`src/rtl/fila_pedidos_pkg.sv`:
```
// Shared types for the request queue: floor width, FIFO sizing, leg FSM
// encoding and the stored request layout {origem, destino}.
package fila_pedidos_pkg;

    localparam int unsigned ANDAR_W      = 2;
    localparam int unsigned N_ANDARES    = 4;
    localparam int unsigned PROFUNDIDADE = 8;
    localparam int unsigned PTR_W        = 3;

    typedef logic [ANDAR_W-1:0] andar_t;

    typedef struct packed {
        andar_t origem;
        andar_t destino;
    } pedido_t;

    typedef enum logic [1:0] {
        VAZIA         = 2'b00,
        SERVE_ORIGEM  = 2'b01,
        SERVE_DESTINO = 2'b10
    } estado_t;

    // Unsigned range check, widened by one bit so N_ANDARES is representable.
    function automatic logic andarValido(input andar_t andar);
        return {1'b0, andar} < (ANDAR_W+1)'(N_ANDARES);
    endfunction

endpackage

```
`src/rtl/fila_pedidos_if.sv`:
```
// Bundle between the queue (slave) and its users (master): push side,
// movement-UC side (andar_atual/shift) and the status/flag outputs.
interface fila_pedidos_if;
    import fila_pedidos_pkg::*;

    logic                clear;
    logic                novo_pedido;
    andar_t              origem_in;
    andar_t              destino_in;
    andar_t              andar_atual;
    logic                shift;
    logic                temDestino;
    logic                sobe;
    logic                chegouDestino;
    logic                eh_origem;
    andar_t              destino_atual;
    logic                cheia;
    logic                vazia;
    logic [PTR_W:0]      ocupacao;
    logic                pedido_rejeitado;
    logic [1:0]          db_estado;

    modport master (
        output clear, novo_pedido, origem_in, destino_in, andar_atual, shift,
        input  temDestino, sobe, chegouDestino, eh_origem, destino_atual,
               cheia, vazia, ocupacao, pedido_rejeitado, db_estado
    );

    modport slave (
        input  clear, novo_pedido, origem_in, destino_in, andar_atual, shift,
        output temDestino, sobe, chegouDestino, eh_origem, destino_atual,
               cheia, vazia, ocupacao, pedido_rejeitado, db_estado
    );

endinterface

```
`src/rtl/fila_pedidos_ram.sv`:
```
// Dual-pointer register-array FIFO of requests.
// Ports: clock, reset (async, active-high), clear (sync flush), push/dado,
// pop, head (entry at rd pointer), ocupacao, cheia, vazia.
// Push while full is honoured only when a pop happens in the same cycle.
module fila_ram
    import fila_pedidos_pkg::*;
(
    input  logic           clock,
    input  logic           reset,
    input  logic           clear,
    input  logic           push,
    input  pedido_t        dado,
    input  logic           pop,
    output pedido_t        head,
    output logic [PTR_W:0] ocupacao,
    output logic           cheia,
    output logic           vazia
);

    pedido_t          mem [PROFUNDIDADE];
    logic [PTR_W-1:0] wrPtr;
    logic [PTR_W-1:0] rdPtr;
    logic             fazPush;
    logic             fazPop;

    assign vazia   = (ocupacao == '0);
    assign cheia   = (ocupacao == (PTR_W+1)'(PROFUNDIDADE));
    assign fazPop  = pop && !vazia;
    assign fazPush = push && (!cheia || fazPop);
    assign head    = mem[rdPtr];

    // Pointers wrap naturally at PROFUNDIDADE (power of two).
    always_ff @(posedge clock or posedge reset) begin
        if (reset) begin
            wrPtr    <= '0;
            rdPtr    <= '0;
            ocupacao <= '0;
        end else if (clear) begin
            wrPtr    <= '0;
            rdPtr    <= '0;
            ocupacao <= '0;
        end else begin
            if (fazPush) wrPtr <= wrPtr + PTR_W'(1);
            if (fazPop)  rdPtr <= rdPtr + PTR_W'(1);
            case ({fazPush, fazPop})
                2'b10:   ocupacao <= ocupacao + (PTR_W+1)'(1);
                2'b01:   ocupacao <= ocupacao - (PTR_W+1)'(1);
                default: ocupacao <= ocupacao;
            endcase
        end
    end

    // Storage needs no reset: entries are only visible through valid pointers.
    always_ff @(posedge clock) begin
        if (fazPush && !clear) mem[wrPtr] <= dado;
    end

endmodule

```
`src/rtl/fila_pedidos.sv`:
```
// Request queue and dispatcher for uc_movimento. Each request is served as
// a pickup leg (origem) then a dropoff leg (destino); the entry pops after
// the dropoff shift.
// Ports: clock, reset (async, active-high), bus (fila_pedidos_if.slave):
// clear/novo_pedido/origem_in/destino_in/andar_atual/shift in; target flags,
// occupancy, pedido_rejeitado pulse and db_estado out.
module fila_pedidos
    import fila_pedidos_pkg::*;
(
    input  logic          clock,
    input  logic          reset,
    fila_pedidos_if.slave bus
);

    estado_t        estado;
    estado_t        proxEstado;
    pedido_t        novo;
    pedido_t        head;
    logic [PTR_W:0] ocupacao;
    logic           cheia;
    logic           vazia;
    logic           pushValido;
    logic           pushAceito;
    logic           pop;
    logic           rejeitado;

    logic           temDestinoC;
    logic           ehOrigemC;
    andar_t         alvoC;

    assign novo       = '{origem: bus.origem_in, destino: bus.destino_in};
    assign pushValido = bus.novo_pedido && !bus.clear
                        && (bus.origem_in != bus.destino_in)
                        && andarValido(bus.origem_in)
                        && andarValido(bus.destino_in);
    // Pop only on the dropoff leg; the queue is never empty in that state.
    assign pop        = bus.shift && !bus.clear && (estado == SERVE_DESTINO);
    assign pushAceito = pushValido && (!cheia || pop);

    fila_ram uRam (
        .clock    (clock),
        .reset    (reset),
        .clear    (bus.clear),
        .push     (pushValido),
        .dado     (novo),
        .pop      (pop),
        .head     (head),
        .ocupacao (ocupacao),
        .cheia    (cheia),
        .vazia    (vazia)
    );

    // State register.
    always_ff @(posedge clock or posedge reset) begin
        if (reset) estado <= VAZIA;
        else       estado <= proxEstado;
    end

    // Next-state logic; transitions look at post-update occupancy.
    always_comb begin
        proxEstado = estado;
        if (bus.clear) begin
            proxEstado = VAZIA;
        end else begin
            case (estado)
                VAZIA:         if (pushAceito) proxEstado = SERVE_ORIGEM;
                SERVE_ORIGEM:  if (bus.shift)  proxEstado = SERVE_DESTINO;
                SERVE_DESTINO: if (bus.shift)
                                   proxEstado = (ocupacao > (PTR_W+1)'(1) || pushAceito)
                                                ? SERVE_ORIGEM : VAZIA;
                default:       proxEstado = VAZIA;
            endcase
        end
    end

    // Target selection from registered state and head entry.
    always_comb begin
        temDestinoC = 1'b0;
        ehOrigemC   = 1'b0;
        alvoC       = '0;
        case (estado)
            SERVE_ORIGEM: begin
                temDestinoC = 1'b1;
                ehOrigemC   = 1'b1;
                alvoC       = head.origem;
            end
            SERVE_DESTINO: begin
                temDestinoC = 1'b1;
                alvoC       = head.destino;
            end
            default: ;
        endcase
    end

    // Refused-push pulse, one cycle after the attempt.
    always_ff @(posedge clock or posedge reset) begin
        if (reset)          rejeitado <= 1'b0;
        else if (bus.clear) rejeitado <= 1'b0;
        else                rejeitado <= bus.novo_pedido && !pushAceito;
    end

    assign bus.temDestino       = temDestinoC;
    assign bus.eh_origem        = ehOrigemC;
    assign bus.destino_atual    = alvoC;
    assign bus.sobe             = temDestinoC && (alvoC > bus.andar_atual);
    assign bus.chegouDestino    = temDestinoC && (alvoC == bus.andar_atual);
    assign bus.cheia            = cheia;
    assign bus.vazia            = vazia;
    assign bus.ocupacao         = ocupacao;
    assign bus.pedido_rejeitado = rejeitado;
    assign bus.db_estado        = estado;

endmodule

```
`src/flat_wrapper.sv`:
```
// flat-port wrapper written by rule: the top's interface ports become plain ports
module fila_pedidos_flat import fila_pedidos_pkg::*;
  (clock, reset, bus_clear, bus_novo_pedido, bus_origem_in, bus_destino_in, bus_andar_atual, bus_shift, bus_temDestino, bus_sobe, bus_chegouDestino, bus_eh_origem, bus_destino_atual, bus_cheia, bus_vazia, bus_ocupacao, bus_pedido_rejeitado, bus_db_estado);
  fila_pedidos_if bus_i ();
  input  logic clock;
  input  logic reset;
  input wire logic [$bits(bus_i.clear)-1:0] bus_clear;
  input wire logic [$bits(bus_i.novo_pedido)-1:0] bus_novo_pedido;
  input wire logic [$bits(bus_i.origem_in)-1:0] bus_origem_in;
  input wire logic [$bits(bus_i.destino_in)-1:0] bus_destino_in;
  input wire logic [$bits(bus_i.andar_atual)-1:0] bus_andar_atual;
  input wire logic [$bits(bus_i.shift)-1:0] bus_shift;
  output wire logic [$bits(bus_i.temDestino)-1:0] bus_temDestino;
  output wire logic [$bits(bus_i.sobe)-1:0] bus_sobe;
  output wire logic [$bits(bus_i.chegouDestino)-1:0] bus_chegouDestino;
  output wire logic [$bits(bus_i.eh_origem)-1:0] bus_eh_origem;
  output wire logic [$bits(bus_i.destino_atual)-1:0] bus_destino_atual;
  output wire logic [$bits(bus_i.cheia)-1:0] bus_cheia;
  output wire logic [$bits(bus_i.vazia)-1:0] bus_vazia;
  output wire logic [$bits(bus_i.ocupacao)-1:0] bus_ocupacao;
  output wire logic [$bits(bus_i.pedido_rejeitado)-1:0] bus_pedido_rejeitado;
  output wire logic [$bits(bus_i.db_estado)-1:0] bus_db_estado;
  assign bus_i.clear = bus_clear;
  assign bus_i.novo_pedido = bus_novo_pedido;
  assign bus_i.origem_in = bus_origem_in;
  assign bus_i.destino_in = bus_destino_in;
  assign bus_i.andar_atual = bus_andar_atual;
  assign bus_i.shift = bus_shift;
  assign bus_temDestino = bus_i.temDestino;
  assign bus_sobe = bus_i.sobe;
  assign bus_chegouDestino = bus_i.chegouDestino;
  assign bus_eh_origem = bus_i.eh_origem;
  assign bus_destino_atual = bus_i.destino_atual;
  assign bus_cheia = bus_i.cheia;
  assign bus_vazia = bus_i.vazia;
  assign bus_ocupacao = bus_i.ocupacao;
  assign bus_pedido_rejeitado = bus_i.pedido_rejeitado;
  assign bus_db_estado = bus_i.db_estado;
  fila_pedidos u_core (.clock(clock), .reset(reset), .bus(bus_i));
endmodule
```
`config.mk`:
```
export PLATFORM = sky130hd
export DESIGN_NAME = fila_pedidos_flat
export DESIGN_NICKNAME = d
export VERILOG_FILES = /design/src/rtl/fila_pedidos_pkg.sv /design/src/rtl/fila_pedidos_if.sv /design/src/rtl/fila_pedidos_ram.sv /design/src/rtl/fila_pedidos.sv /design/src/flat_wrapper.sv
export SDC_FILE = /design/constraint.sdc
export NUM_CORES = 1
export LEC_CHECK = 0
export BUFFER_PORTS_ARGS = -buffer_cell sky130_fd_sc_hd__buf_2
export CAP_MARGIN = 20
export CORE_UTILIZATION = 45
export CTS_CLUSTER_SIZE = 16
export DETAILED_ROUTE_END_ITERATION = 16
export GPL_TIMING_DRIVEN = 0
export SYNTH_ARGS = -nofsm -noshare
export SYNTH_HDL_FRONTEND = slang
export SYNTH_HIERARCHICAL = 1
export SYNTH_SLANG_ARGS = --single-unit
export TNS_END_PERCENT = 1
```
`constraint.sdc`:
```
create_clock -name clock -period 2.9 [get_ports clock]
set_input_delay 0.435 -clock clock [delete_from_list [all_inputs] [get_ports clock]]
set_output_delay 0.435 -clock clock [all_outputs]
set_load 0.01 [all_outputs]
```
==> results of run 1 <==
==> stage by stage <==
step	total power, W	worst slack [ns]
CTS	0.00125	-0.151
detailed placement	0.000856	-0.128
global route	0.00129	-0.213
finish	0.00124	-0.0968
global placement	0.000850	-0.0643
floorplan	0.000809	0.250
==> area by class of cell <==
class	instances	area [um2]
fillers	416	2080
clock inverters	3	22.5
flip-flops and latches	45	1290
plain buffers	6	47.5
inverters	9	33.8
repair buffers	32	196
clock buffers	5	68.8
well taps	67	83.8
multi-input cells	111	1030
==> power by group <==
group          internal [W]  switching (W)  leakage, nW
sequential         0.000698      0.0000109        0.466
clock              0.000171       0.000214       0.0481
combinational     0.0000601      0.0000830        0.576
total              0.000929       0.000307         1.09
==> state kept, by name, indices dropped and copies added, names as in the netlist <==
signal,count
u_core/bus.db_estado,2
u_core/bus.pedido_rejeitado,1
u_core/uRam/wrPtr,3
u_core/uRam/mem,32
u_core/uRam/ocupacao,4
u_core/uRam/rdPtr,3
==> kinds of logic (layout without fill, tap and decap cells) <==
kind of cell    Yosys count  count (layout)  synth area share (%)
simple gates             50              50                  10.8
flops                    45              45                  55.3
compound gates           23              23                  8.88
mux                      17              17                  11.8
buf+inv                  15              55                  3.01
fa+ha+maj                12              12                  6.78
xor+xnor                  9               9                  3.39
==> synth_stat cells, types with 2 or more instances <==
cell	n	area share (%)
mux2_2	4	1.9
nor2_1	23	3.7
nor3_1	5	1.1
nor2b_1	4	1.1
mux2i_1	5	2.2
nand2b_1	3	0.81
xnor2_1	5	1.9
a211oi_1	2	0.65
dfrtp_1	13	14
inv_1	9	1.5
clkbuf_1	2	0.32
o211ai_1	4	1.3
buf_2	2	0.43
nand2_1	6	0.97
ha_1	11	5.9
a21oi_1	4	0.86
xor2_1	4	1.5
edfxtp_1	32	41
mux4_2	8	7.8
nor4b_1	2	0.75
==> how the worst max path moves through the flow <==
stage	cells past startpoint	from	to	slack, ns
finish	11	u_core/uRam/rdPtr[0]	bus_sobe	-0.1
global placement	7	u_core/bus.db_estado[0]	u_core/uRam/mem[2][2]	-0.06
global route	11	u_core/uRam/rdPtr[0]	bus_sobe	-0.21
detailed placement	7	u_core/bus.db_estado[0]	u_core/uRam/mem[2][2]	-0.13
CTS	11	u_core/uRam/rdPtr[0]	bus_sobe	-0.15
floorplan	9	u_core/uRam/rdPtr[0]	bus_sobe	0.25
==> cells in the final DEF (no fill, tap or decap), types with 2 or more instances in the layout <==
cell | netlist | layout
a21oi_1 | 4 | 3
buf_2 | 2 | 26
buf_4 | 1 | 5
buf_6 | 1 | 2
clkbuf_8 | 0 | 5
clkinv_4 | 0 | 2
dfrtp_1 | 13 | 12
edfxtp_1 | 32 | 32
ha_1 | 11 | 10
inv_1 | 9 | 9
mux2_4 | 0 | 3
mux2i_1 | 5 | 5
mux4_2 | 8 | 8
nand2_1 | 6 | 6
nand2b_1 | 3 | 3
nor2_1 | 23 | 22
nor2b_1 | 4 | 2
nor2b_2 | 0 | 2
nor3_1 | 5 | 5
o211ai_1 | 4 | 4
xnor2_1 | 5 | 5
xor2_1 | 4 | 4
==> layer usage <==
layer	GRT usage, %	share of wire [%]	vias up
met4	5.13	1.1	0
met1	25.6	46	764
met5	0	0	-
met3	4.12	3.5	7
li1	-	-	714
met2	31.3	50	32
==> worst max-delay path: cells and delay by family, from the launching register on <==
family / cells / cell delay [ns]
AOI/OAI and AO/OA: 1 / 0.18
adders and majority gates: 1 / 0.24
buffers and inverters: 3 / 0.38
DFF: 1 / 0.42
muxes: 2 / 0.74
and+or+nand+nor: 4 / 0.30
==> repair_timing <==
action | 4_1_cts | 5_1_grt
setup endpoints to repair | 11 | 12
resized for setup | 11 | 9
buffers inserted | 6 | 0
pin swaps | 2 | 5
hold endpoints to repair | 3 | 0
hold buffers | 1 | 0
gates cloned | 1 | 0
==> load_flow_metrics.sql, run 1 <==
INSERT INTO impl_metrics (metric_group, metric, value, unit) VALUES
('outcome', 'outcome', 'finished, violations left', ''),
('outcome', 'failing_checks', 'negative setup slack', ''),
('floorplan', 'pin_count', '26', ''),
('cells_and_area', 'finish.instance_area', '0.00277', 'mm2'),
('timing', 'fin_crit', '3.00', 'ns'),
('cells_and_area', 'syn_to_layout_area_delta', '19.2', '%'),
('placement', 'buffer_ports.inserted', '25', ''),
('cts', 'tritoncts', 'built', ''),
('power', 'power_density_normalized_to_cell_area', '446', 'mW/mm2'),
('route', 'drt-initial-drc-count', '63', ''),
('critical_path', 'setup.reg_to_reg.worst_slack', '0.26', 'ns'),
('critical_path', 'crit_slowest_cell', 'mux4_2', ''),
('route', 'wire_per_inst', '16.6', 'um'),
('timing', 'worstMarginPinSlew', '0.719', 'ns'),
('hold_path', 'worst_hold_depth', '3', ''),
('floorplan', 'die_area', '0.00546', 'mm2'),
('yosys', 'synth.ff_latch_count', '45', ''),
('cts', 'clockRootBuffer', 'clkbuf_8', ''),
('timing', 'finalWorstSetupSlack', '-0.0968', 'ns'),
('floorplan', 'placementRows', '25', ''),
('yosys', 'synth_async_sr_flop_share', '28.9', '%'),
('critical_path', 'worst_setup_path_start_kind', 'flip-flop', ''),
('global_route', 'grt_total_usage', '19.0', '%'),
('cells_and_area', 'finalNonFillerCells', '278', ''),
('yosys', 'yosysSeqAreaShare', '55.3', '%'),
('cts', 'insertion_delay', '0.30', 'ns'),
('timing', 'setup_viol', '3', ''),
('placement', 'globalplace.congestion', '0.843', ''),
('yosys', 'synth-edff-count', '32', ''),
('yosys', 'synth.lib_cells_used.distinct', '43', ''),
('cells_and_area', 'final_net_count', '233', ''),
('critical_path', 'r2r_end', 'u_core/uRam/ocupacao[3]', ''),
('critical_path', 'worstPathArrival', '2.56', 'ns'),
('cells_and_area', 'finish.utilization', '57.2', '%'),
('route', 'detail_route.drc_violations', '0', ''),
('route', 'ant_nets', '0', ''),
('floorplan', 'core_area', '0.00485', 'mm2'),
('critical_path', 'cp-end-kind', 'output port', ''),
('critical_path', 'worst-path-max-fanout', '5', ''),
('floorplan', 'fp.dieH', '73.9', 'um'),
('timing', 'setup_tns', '-0.236', 'ns'),
('timing', 'hold_viol_final', '0', ''),
('cells_and_area', 'layout-drive-gt1-share', '35.1', '%'),
('timing', 'maxClockFrequency', '0.334', 'GHz'),
('timing', 'whs', '0.418', 'ns'),
('critical_path', 'criticalPathCategory', 'flip-flop to output port', ''),
('route', 'vias', '1517', ''),
('cells_and_area', 'insertedDiodeCount', '0', ''),
('global_route', 'first_global_vias', '1441', ''),
('yosys', 'synth.cell_area', '0.00232', 'mm2'),
('critical_path', 'cp.required', '2.47', 'ns'),
('global_route', 'pin_count_of_the_biggest_net_entering_global_routing', '16', ''),
('hold_path', 'hold_path_end', 'u_core/bus.pedido_rejeitado', ''),
('critical_path', 'worstReg2RegStart', 'u_core/bus.db_estado[0]', ''),
('route', 'detailedRoute.firstPassIterationCount', '4', ''),
('hold_path', 'worst_hold_path_class', 'input port to flip-flop', ''),
('timing', 'rsz0062_at_grt', 'yes', ''),
('route', 'routed_via_density', '5.46', ''),
('placement', 'detailed_place_hpwl', '3.35', 'mm'),
('global_route', 'grt_pass1_wl', '7.42', 'mm'),
('power', 'power_leakage', '1.09', 'nW'),
('timing', 'worst_relative_slew_slack', '51.7', '%'),
('global_route', 'initial_antenna_violation_count', '0', ''),
('floorplan', 'start_util', '47.9', '%'),
('placement', 'placed_area', '0.00253', 'mm2'),
('placement', 'place.detailed.instances', '263', ''),
('cts', 'number_of_buffers_on_the_longest_clock_path', '2', ''),
('critical_path', 'worst_r2r_path_depth', '11', ''),
('yosys', 'syn_nets', '194', ''),
('timing', 'final_slew_violations', '0', ''),
('cts', 'clock_tree.htree_level_count', '2', '');
(Power assumes the default switching activity.)
==> run 2, diff against run 1 <==
CORE_MARGIN = 5   (was default)
PLACE_DENSITY = 0.66   (was default)
clock period = 2.45 ns   (was 2.9 ns; I/O delays follow)
==> run 2 against run 1 <==
Effect of this change:
- the flow still finishes with violations (negative setup slack)
- highest routed layer unchanged
- routed wire length is 1.3% higher
- clock skew grew 0.0043 ns
- sequential power is 18% higher
- total power grew 19%
- worst setup slack got worse by 0.36 ns
- sequential cell count did not move
- register-to-register slack got worse by 0.38 ns
- critical endpoint unchanged
- critical path depth fell by 1
- clock power is 18% higher
- largest power group unchanged
- hold slack got worse by 0.066 ns
- combinational power up 20%
==> load_flow_metrics.sql, run 2 (synthesis gave the netlist of run 1 again) <==
INSERT INTO impl_metrics (metric_group, metric, value, unit) VALUES
('global_route', 'grt.overflow.total', '0', ''),
('critical_path', 'r2r_end', 'u_core/uRam/ocupacao[3]', ''),
('global_route', 'grt_pass1_wl', '7.69', 'mm'),
('outcome', 'outcome', 'finished, violations left', ''),
('route', 'wire_per_inst', '17.0', 'um'),
('cells_and_area', 'layout.cells.most_common_list', '32 x edfxtp_1, 26 x buf_2, 21 x nor2_1', ''),
('hold_path', 'worst_hold_depth', '3', ''),
('timing', 'worst_relative_slew_slack', '60.2', '%'),
('cells_and_area', 'registers.top_by_ff_count', 'u_core/uRam/mem', ''),
('route', 'routed_via_density', '5.40', ''),
('cts', 'clock_tree.htree_level_count', '2', ''),
('route', 'drt-initial-drc-count', '99', ''),
('cells_and_area', 'finalNonFillerCells', '276', ''),
('power', 'power_density_normalized_to_cell_area', '531', 'mW/mm2'),
('cells_and_area', 'num-fill-cells', '438', ''),
('route', 'wirelength', '4.69', 'mm'),
('cells_and_area', 'layout-drive-gt1-share', '36.4', '%'),
('timing', 'rsz0062_at_grt', 'yes', ''),
('cts', 'cts_num_sinks', '45', ''),
('global_route', 'first_global_vias', '1599', ''),
('cts', 'clockRootBuffer', 'clkbuf_8', ''),
('critical_path', 'cp.required', '2.08', 'ns'),
('cts', 'cts_inserted_buffers', '5', ''),
('power', 'pwr-share-clk', '31.0', '%'),
('route', 'detail_route.drc_violations', '0', ''),
('timing', 'finalWorstSetupSlack', '-0.461', 'ns'),
('cells_and_area', 'top_regs', 'u_core/uRam/mem (32), u_core/uRam/ocupacao (4)', ''),
('critical_path', 'worstPathArrival', '2.54', 'ns'),
('timing', 'hold_viol_final', '0', ''),
('timing', 'maxClockFrequency', '0.344', 'GHz'),
('critical_path', 'setup.reg_to_reg.worst_slack', '-0.12', 'ns'),
('placement', 'buffer_ports.inserted', '25', ''),
('power', 'switchingPower', '0.000365', 'W'),
('route', 'vias', '1491', ''),
('floorplan', 'core_area', '0.00507', 'mm2'),
('critical_path', 'cp-end-kind', 'output port', ''),
('critical_path', 'worst_r2r_path_depth', '11', ''),
('power', 'total_power_after_layout', '0.00147', 'W'),
('global_route', 'grt_total_usage', '15.3', '%'),
('floorplan', 'placementRows', '26', ''),
('power', 'combinationalPowerShare', '11.7', '%'),
('placement', 'detailed_place_hpwl', '3.46', 'mm'),
('placement', 'pre_cts_slack', '-0.346', 'ns'),
('cells_and_area', 'syn_to_layout_area_delta', '18.8', '%'),
('floorplan', 'die_width', '81.9', 'um'),
('cts', 'tritoncts', 'built', ''),
('cells_and_area', 'final_net_count', '228', ''),
('floorplan', 'die_area', '0.00670', 'mm2'),
('hold_path', 'hold_path_end', 'u_core/bus.pedido_rejeitado', ''),
('timing', 'final_slew_violations', '0', ''),
('floorplan', 'start_util', '45.8', '%'),
('cells_and_area', 'flip_flop_count_of_the_largest_register_after_layout', '32', ''),
('global_route', 'pin_count_of_the_biggest_net_entering_global_routing', '17', ''),
('power', 'power_leakage', '1.06', 'nW'),
('critical_path', 'worst_setup_path_start_kind', 'flip-flop', ''),
('floorplan', 'pin_count', '26', ''),
('hold_path', 'min-delay-start', 'bus_novo_pedido', ''),
('cells_and_area', 'insertedDiodeCount', '0', ''),
('outcome', 'failing_checks', 'negative setup slack', ''),
('power', 'worst_ir_drop_vdd', '0.376', 'mV'),
('cts', 'insertion_delay', '0.30', 'ns'),
('critical_path', 'criticalPathCategory', 'flip-flop to output port', ''),
('timing', 'worstMarginPinSlew', '0.593', 'ns'),
('cts', 'clock_pin_slew_reported_for_the_worst_setup_and_hold_paths_after_clock_tree_synthesis', '0.08', 'ns'),
('floorplan', 'fp.dieH', '81.9', 'um'),
('timing', 'worst_clock_skew', '0.0106', 'ns'),
('timing', 'setup_viol', '4', ''),
('power', 'switching_share', '24.9', '%'),
('placement', 'globalplace.congestion', '0.845', ''),
('critical_path', 'worst-path-max-fanout', '5', ''),
('route', 'detailedRoute.firstPassIterationCount', '4', ''),
('flow_run', 'timing.max_cap.violations', '0', ''),
('cells_and_area', 'layout_commonest_cell', 'edfxtp_1', ''),
('timing', 'fin_crit', '2.91', 'ns'),
('route', 'ant_nets', '0', ''),
('cts', 'number_of_buffers_on_the_longest_clock_path', '2', ''),
('placement', 'place.detailed.instances', '266', ''),
('timing', 'timing.final.crit_share', '119', '%'),
('power', 'power.share.sequential', '57.3', '%'),
('hold_path', 'worst_hold_path_class', 'input port to flip-flop', ''),
('global_route', 'initial_antenna_violation_count', '0', ''),
('power', 'power_report.internal_total', '0.00110', 'W'),
('critical_path', 'worstReg2RegStart', 'u_core/bus.db_estado[0]', '');
run 2: changes by cell type in the layout (fill, tap and decap cells not counted), moves of 2 or more:
| cell | delta |
|---|---|
| ha_1 | -2 |
| buf_4 | -2 |
| nor3_1 | -3 |
| nor3_2 | +3 |
run 2: stage by stage:
stage | utilization [%] | instance area [um2] | TNS (ns) | hold slack (ns)
finish | 54.4 | 2760 | -1.07 | 0.352
global route | 54.4 | 2760 | -1.57 | 0.353
CTS | 53.1 | 2700 | -1.31 | 0.343
detailed placement | 50.3 | 2550 | -2.71 | 0.260
global placement | 50.3 | 2550 | -2.32 | 0.242
floorplan | - | 2340 | -0.0184 | 0.121
run 2: power groups by stage:
stage / combinational [W] / clock, W / sequential [W]
2_1_floorplan: 0.000103 / 0 / 0.000856
3_3_place_gp: 0.000152 / 0 / 0.000854
3_5_place_dp: 0.000161 / 0 / 0.000856
4_1_cts: 0.000166 / 0.000474 / 0.000840
5_1_grt: 0.000190 / 0.000511 / 0.000843
6_report: 0.000172 / 0.000455 / 0.000840
run 2: worst max-delay path by stage:
stage                       startpoint                       to  cells past startpoint
6_report          u_core/uRam/rdPtr[0]                 bus_sobe                     10
5_1_grt           u_core/uRam/rdPtr[0]                 bus_sobe                     10
4_1_cts           u_core/uRam/rdPtr[0]                 bus_sobe                     10
3_5_place_dp         bus_destino_in[1]  u_core/uRam/ocupacao[3]                     11
3_3_place_gp      u_core/uRam/rdPtr[1]                 bus_sobe                      9
2_1_floorplan  u_core/bus.db_estado[0]  u_core/uRam/ocupacao[3]                     11
run 2: layout make-up:
type	count	area [um2]	area share, %
sequential	45	1290	46.6
multi-input combinational	111	1070	38.8
timing repair buffer	28	150	5.43
tap	70	87.6	3.17
clock buffer	5	68.8	2.49
buffer	5	38.8	1.40
inverter	9	33.8	1.22
clock inverter	3	25.0	0.906
run 2: what timing repair did:
| action | in CTS | in global routing |
|---|---|---|
| cloned | 1 | 0 |
| pin swaps | 3 | 1 |
| endpoints found under the setup margin | 14 | 39 |
| gates resized for setup | 7 | 13 |
| endpoints found under the hold margin | 3 | 0 |
| hold buffers | 1 | 0 |
| buffers inserted | 0 | 1 |
run 2: worst max-delay path, cell delays in order (launching register included):
cell and delay (ns):
dfrtp_1 0.41, buf_6 0.16, mux4_2 0.52, mux2_4 0.28, a22o_1 0.24, nand2_2 0.10
ha_4 0.20, nand2_1 0.06, nand2_1 0.07, nor2_2 0.09, buf_2 0.13
run 2: routing by layer:
metal  part of all wire [%]  routed length [um]  global-route usage, %  vias to the layer above
li1                       -                   -                      -                      702
met1                     41                1930                   18.8                      754
met2                     54                2520                   26.6                       33
met3                    4.7                 219                   3.51                        2
met4                   0.32                  15                   4.82                        0
met5                      0                   0                      0                        -
